==> config.mk <==
export PLATFORM = sky130hd
export DESIGN_NAME = stream_demux
export DESIGN_NICKNAME = d
export VERILOG_FILES = /design/src/rtl/stream_demux.sv
export SDC_FILE = /design/constraint.sdc
export NUM_CORES = 1
export LEC_CHECK = 0
export CAP_MARGIN = 40
export CORE_MARGIN = 2
export CORE_UTILIZATION = 38
export CTS_CLUSTER_SIZE = 30
export DETAILED_ROUTE_END_ITERATION = 10
export MAX_ROUTING_LAYER = met4
export PLACE_DENSITY = 0.74
export SLEW_MARGIN = 20
export SYNTH_ARGS = -nofsm -noshare
export SYNTH_HDL_FRONTEND = slang
export SYNTH_SLANG_ARGS = --single-unit
==> constraint.sdc <==
create_clock -name clk -period 1.3 [get_ports clk]
set_input_delay 0.13 -clock clk [delete_from_list [all_inputs] [get_ports clk]]
set_output_delay 0.13 -clock clk [all_outputs]
set_load 0.05 [all_outputs]
==> src/rtl/stream_demux.sv <==
// Registered 1-to-N stream demultiplexer with per-lane one-entry holding
// registers and a saturating counter for words addressed to absent lanes.
//
// Ports:
//   clk, rst        rising-edge clock, asynchronous active-high reset
//   in_data/in_sel  input word and its destination lane
//   in_valid        input word present
//   in_ready        block accepts the word this cycle (0 while rst=1)
//   out_data        lane k occupies bits [k*WIDTH +: WIDTH]
//   out_valid       lane k holds a word
//   out_ready       lane k sink accepts its word
//   drop_pulse      one-cycle pulse after an out-of-range word is consumed
//   drop_cnt        saturating count of dropped words
module stream_demux #(
  parameter int WIDTH = 8,
  parameter int N_OUT = 2,
  parameter int SEL_W = 4,
  parameter int CNT_W = 8
) (
  input  logic                   clk,
  input  logic                   rst,
  input  logic [WIDTH-1:0]       in_data,
  input  logic [SEL_W-1:0]       in_sel,
  input  logic                   in_valid,
  output logic                   in_ready,
  output logic [N_OUT*WIDTH-1:0] out_data,
  output logic [N_OUT-1:0]       out_valid,
  input  logic [N_OUT-1:0]       out_ready,
  output logic                   drop_pulse,
  output logic [CNT_W-1:0]       drop_cnt
);

  logic [N_OUT-1:0] full;
  logic [WIDTH-1:0] data [N_OUT];
  logic [N_OUT-1:0] hit;
  logic             sel_ok;
  logic             lane_free;
  logic             accept;
  logic             drop;

  // Decode by comparing against every lane index so an out-of-range
  // select never indexes past the lane arrays; no hit means sel_ok=0.
  always_comb begin
    hit       = '0;
    lane_free = 1'b0;
    for (int k = 0; k < N_OUT; k++) begin
      if (in_sel == SEL_W'(k)) begin
        hit[k]    = 1'b1;
        lane_free = !full[k] || out_ready[k];
      end
    end
  end

  assign sel_ok   = |hit;
  assign in_ready = !rst && (sel_ok ? lane_free : 1'b1);
  assign accept   = in_valid && in_ready;
  assign drop     = accept && !sel_ok;

  for (genvar k = 0; k < N_OUT; k++) begin : g_lane
    logic push;
    logic pop;

    assign push = accept && hit[k];
    assign pop  = full[k] && out_ready[k];

    // A push in the same cycle as a pop keeps the lane full with the
    // new word, giving pass-through without a bubble.
    always_ff @(posedge clk or posedge rst) begin
      if (rst) begin
        full[k] <= 1'b0;
        data[k] <= '0;
      end else if (push) begin
        full[k] <= 1'b1;
        data[k] <= in_data;
      end else if (pop) begin
        full[k] <= 1'b0;
      end
    end

    assign out_data[k*WIDTH +: WIDTH] = data[k];
  end

  assign out_valid = full;

  always_ff @(posedge clk or posedge rst) begin
    if (rst) begin
      drop_pulse <= 1'b0;
      drop_cnt   <= '0;
    end else begin
      drop_pulse <= drop;
      if (drop && drop_cnt != '1) begin
        drop_cnt <= drop_cnt + 1'b1;
      end
    end
  end

endmodule

==> summary.txt <==
Placed design
  – Area after detailed placement: 2172 um^2
  – Placed wire-length estimate: 2.456 mm
  – Gp weighted congestion: 0.8415
  – Placed Cells incl. Taps: 180
  – Input/output buffers: 44

Hold path
  – Type of the worst min-delay path: input port to async pin

Flow run
  – # Max-Cap Violations: 0

Global routing
  – Initial antenna violation count: 0
  – Global-route wire length before repair: 4.871 mm
  – Global router's overall resource usage: 19.23%
  – Vias in the first global route: 1021
  – Overall overflow remaining after global route: 0
  – Pin count of the biggest net entering global routing: 20

STA
  – Period utilisation layout: 107.1%
  – Worst max-slew margin expressed relative to the limit: 80.66%
  – Final worst clock skew: 0.002271 ns
  – Setup repair after global routing missed its margin: true
  – Total count of hold-check failures in the final report: 0
  – Maximum clock rate: 718.5 MHz
  – Sum of negative setup slack: -0.7379 ns
  – Final max-slew violation count: 0
  – Pin slew with the least headroom to its limit: 0.2892 ns
  – Time the worst path needs with I/O delays and setup: 1.392 ns
  – Minimum setup slack in the final design: -0.09171 ns
  – Count of final setup violators: 13

CTS
  – Total clock buffers created by CTS: 3
  – Clock transition at the registers of the reported paths: 0.14 ns
  – Insertion delay of the later-clocked pin in the worst-skew pair: 0.32 ns
  – Post-cts hold buffer count: 0
  – Sink count of the clock tree: 27
  – Maximum root-to-sink buffer count: 2
  – Clk root buf: clkbuf_4
  – H-tree Lvls: 1
  – Clock tree from TritonCTS: done

Logic synthesis
  – Sequential cell area fraction in the yosys report: 58.76%
  – Synthesized instance count: 83
  – Synthesized flop and latch total: 27
  – Area leader, netlist: dfrtp_1
  – Post-synthesis cell type count: 23
  – Largest cells by area after synthesis: dfrtp_1, mux2_2, xor2_1
  – Synthesized Nets: 101
  – Mean area per synthesized cell: 13.85 um^2
  – Synthesis Warnings: 0
  – Syn Std Cell Area: 1150 um^2
  – Top-area cell type share of the netlist area: 58.76%

Cells and area
  – Post-Layout Inst Area: 2345 um^2
  – Final core area utilization: 83.59%
  – Synth-to-Final Area Change: 103.9%
  – Net count, final: 177
  – Finished Layout Cells: 189
  – Antenna diode instance count: 0
  – Layout cells sized above 1: 67.72%

Floorplan
  – Starting utilization of the core area: 40.99%
  – Standard cell core area: 2805 um^2
  – Die width: 59.01 um
  – Height of the chip: 59.01 um
  – Die ar.: 3482 um^2
  – Number of placement rows: 19
  – Boundary pin count: 45

Drt
  – Iteration-0 DRC count of the detailed router: 15
  – Post-DRT Antenna Nets: 0
  – Average wire per cell in the routed design: 16.44 um
  – Number of detailed-routing iterations run before antenna repair: 4
  – DRC violations left: 0
  – Total via count after detailed routing: 931
  – Drt via density: 4.926
  – Post-Route WL: 3.108 mm

Power and ir drop
  – Worst vdd rail ir drop: 1555 uV
  – Static Leakage: 1.073 nW
  – P per Cell Area: 1725 nW/um^2
  – Total Power Consumption: 4.044 mW

Setup path
  – Capturing element type of the critical path: flop
  – Critical-path top delay cell: dfrtp_2
  – Series of cell instances along the critical path: ha_4 > nand3_4 > nor3_4 > buf_4 > nor4_4 > xor2_1
  – Max FO, Critical Path: 5
  – Critical path launch point type: flop
  – Delay of the slowest cell on the worst path: 0.42 ns
  – Critical Path RT: 1.51 ns
  – Arrival time of data at the critical path endpoint: 1.61 ns
  – Crit Path Class: flop to flop

Status
  – Failing checks: setup timing
  – Result of the run: complete, but fails checks
[layer usage]
layer	GRT usage (%)	part of all wire, %	up-vias
li1	-	-	443
met1	24.29	41	458
met2	31.75	54	28
met3	3.057	5.0	2
met4	6.169	0.61	0
met5	-	0	-
[cell families after synthesis]
kind of cell,share of synthesized area (%)
mux,19.37
xor+xnor,3.808
simple gates,14.58
fa+ha+maj,1.088
buf+inv,1.088
flops,58.76
compound gates,1.305
[worst max-delay path: cells and delay by family, from the launching register on]
kind,cells,cell delay [ns]
buffers and inverters,1,0.18
adder cells (fa/ha/maj),1,0.16
AND/OR/NAND/NOR,3,0.38
flip-flops,1,0.42
XOR/XNOR,1,0.15
[state kept, by name (all words and copies together), names as in the netlist]
name	cells
drop_cnt	8
out_valid	2
out_data	16
drop_pulse	1
[repair_timing]
item | CTS | global route
pin swaps | 6 | 5
setup endpoints to repair | 16 | 24
buffers inserted | 2 | 3
resized for setup | 16 | 10
[power breakdown]
group / switching, mW / leakage (nW) / total [mW] / internal [mW]
registers: 0.236 / 0.334 / 1.29 / 1.05
logic: 1.16 / 0.725 / 2.40 / 1.23
clock network: 0.241 / 0.0139 / 0.358 / 0.117
[synthesized netlist by cell type, drive strengths merged]
library cell / count
dfrtp: 27
mux2: 18
nand2: 5
xor2: 5
nor3: 4
nand2b: 3
nand3: 3
nor4: 3
inv: 2
mux2i: 2
nor3b: 2
o21ai: 2
a21oi: 1
buf: 1
ha: 1
nand4: 1
nor2: 1
nor2b: 1
or3: 1
[placed cells by master, fill, tap and decap left out, types with 2 or more instances in the layout]
cell / netlist / final
dfrtp_2: 0 / 9
nor3_4: 1 / 2
nand2b_4: 0 / 2
dlymetal6s2s_1: 0 / 2
dfrtp_1: 27 / 18
mux2_4: 0 / 8
buf_6: 0 / 3
clkbuf_4: 0 / 3
nand2_1: 4 / 3
o21ai_0: 2 / 2
nor3_2: 1 / 2
inv_1: 2 / 2
xor2_1: 5 / 5
buf_12: 0 / 29
clkdlybuf4s50_1: 0 / 10
mux2_2: 18 / 10
dlygate4sd2_1: 0 / 4
buf_4: 0 / 24
[per-stage QoR]
step	worst slack [ns]	hold WS [ns]
3_3_place_gp	-0.4212	0.5549
2_1_floorplan	-0.2382	0.1821
6_report	-0.09171	0.1422
4_1_cts	-0.08992	0.1397
3_5_place_dp	-0.4757	0.5625
5_1_grt	-0.1406	0.1314
[cell type report]
cell class / instances / area (um^2)
clock inverters: 1 / 7.507
fillers: 147 / 460.4
well taps: 31 / 38.79
flip-flops and latches: 27 / 686.9
multi-input cells: 53 / 626.9
inverters: 2 / 7.507
repair buffers: 72 / 954.7
clock buffers: 3 / 22.52
[path summary, 6_finish.rpt]
check                                          from                  endpoint  slack, ns  cells after the start
min reg2reg                out_valid[0]$_DFFE_PP0P_  out_valid[0]$_DFFE_PP0P_       0.59                      2
max                         drop_cnt[1]$_DFFE_PP0P_   drop_cnt[5]$_DFFE_PP0P_      -0.09                      6
min                                             rst      drop_pulse$_DFF_PP0_       0.14                      4
max reg2reg                 drop_cnt[1]$_DFFE_PP0P_   drop_cnt[5]$_DFFE_PP0P_      -0.09                      6
min in group clk                          in_sel[1]  out_valid[0]$_DFFE_PP0P_       0.29                      5
max in group asynchronous                       rst   drop_cnt[3]$_DFFE_PP0P_       0.89                      4
No activity file was read; power rests on OpenSTA's default activity.
==> variant (same settings) <==
`WIDTH`: 8 -> 9.
--- a/src/rtl/stream_demux.sv
+++ b/src/rtl/stream_demux.sv
@@ -14,3 +14,3 @@
 module stream_demux #(
-  parameter int WIDTH = 8,
+  parameter int WIDTH = 9,
   parameter int N_OUT = 2,
Interface: changed (resized in_data and out_data); port bits go from 45 to 48. The function was not compared with the original's and may differ.
==> variant against the original RTL <==
- the run still ends with negative setup slack left
- utilization down 1.8 points
- sequential cell count up 2
- final area up 15%
- worst hold slack worse by 0.14 ns
- setup slack worse by 0.065 ns
- routed wire length up 36%
- area after synthesis up 12%
- fmax down 4.5%
- critical path depth down 1
- power up 17%
- first-iteration DRC count up 73%
- cell count up 19%
- count of clock-buffer cells in the layout up 3
- largest cell class unchanged
- highest routed layer unchanged
==> variant: results (changes against the original RTL) <==
status:
  outcome: "finished with violations"
  failing_checks: "negative setup slack"
layout:
  clockNetworkAreaShare_pct: 2.84  # +1.6 points
  finalNetCount: 197  # +11%
  instances_no_fill: 225  # +19%
  final-seq-area_um2: 738  # +7.5%
  multi_input_logic_cell_count: 57  # +7.5%
  nFillCells: 171  # +16%
  final_layout_size_suffix_gt1_share_pct: 70.4  # +2.7 points
yosys:
  yosysUniqueCellTypes: 28  # +22%
  post_synth_most_frequent_cells: "sky130_fd_sc_hd__dfrtp_1, sky130_fd_sc_hd__mux2_2, sky130_fd_sc_hd__mux2_4"
  synth.ff_latch_count: 29  # +7.4%
  post_synth_instance_area_um2: 1290  # +12%
  mappedNetlistNets: 110  # +8.9%
  yosys-top-cells-area: "sky130_fd_sc_hd__dfrtp_1, sky130_fd_sc_hd__mux2_4, sky130_fd_sc_hd__mux2_2"
  synth_sequential_area_ratio_pct: 56.3  # -2.4 points
  postSynthCellCount: 91  # +9.6%
placement:
  dp_hpwl_um: 2780  # +13%
  gp_congestion: 0.945  # +12%
  pre_cts_setup_slack_ns: -0.471  # +0.00478 ns
critical_path:
  arrival_ns: 1.33  # -0.28 ns
  timing.rr.start: "drop_cnt[0]$_DFFE_PP0P_"
  worst-path-max-fanout: 2  # -3
  worstReg2RegEnd: "drop_cnt[1]$_DFFE_PP0P_"
global_routing:
  use_met1_pct: 23.4  # -0.90 points
  grt_util_met2_pct: 41.7  # +10 points
  largest_net_degree_at_the_start_of_global_routing: 19  # -5.0%
detailed_routing:
  vias_per_cell: 4.95  # +0.42%
  routed_wl_um: 4240  # +36%
  drt-met1-wl_um: 1430  # +13%
  wl_met3_um: 289  # +85%
timing:
  setup_ws_ns: -0.157  # -0.0649 ns
  final-setup-viol-count: 14  # +1
  finalSetupTns_ns: -0.716  # +0.0217 ns
pwr:
  comb-power_mw: 2.59  # +8%
  leakagePower_nw: 1.25  # +17%
  power.ir.vdd_worst_uv: 1070  # -31%
  power_switching_share_pct: 39.7  # -0.75 points
[variant: changes by cell type after synthesis, sizes merged, moves of 2 or more]
cell,delta
xor2,-3
dfrtp,+2
nor4,-3
inv,+2
mux2,+3
[variant: worst min-delay path by stage]
stage / from / to
after floorplan: rst / drop_pulse$_DFF_PP0_
after global placement: drop_cnt[2]$_DFFE_PP0P_ / drop_cnt[2]$_DFFE_PP0P_
after detailed placement: drop_cnt[2]$_DFFE_PP0P_ / drop_cnt[2]$_DFFE_PP0P_
after CTS: in_sel[1] / out_valid[0]$_DFFE_PP0P_
after global routing: rst / out_valid[1]$_DFFE_PP0P_
final: rst / out_valid[1]$_DFFE_PP0P_
[variant: what timing repair did]
| item | 4_1_cts | 5_1_grt |
|---|---|---|
| resized for setup | 20 | 20 |
| cloned | 0 | 0 |
| setup buffers | 7 | 4 |
| pin swaps | 8 | 10 |
| setup endpoints to repair | 22 | 28 |
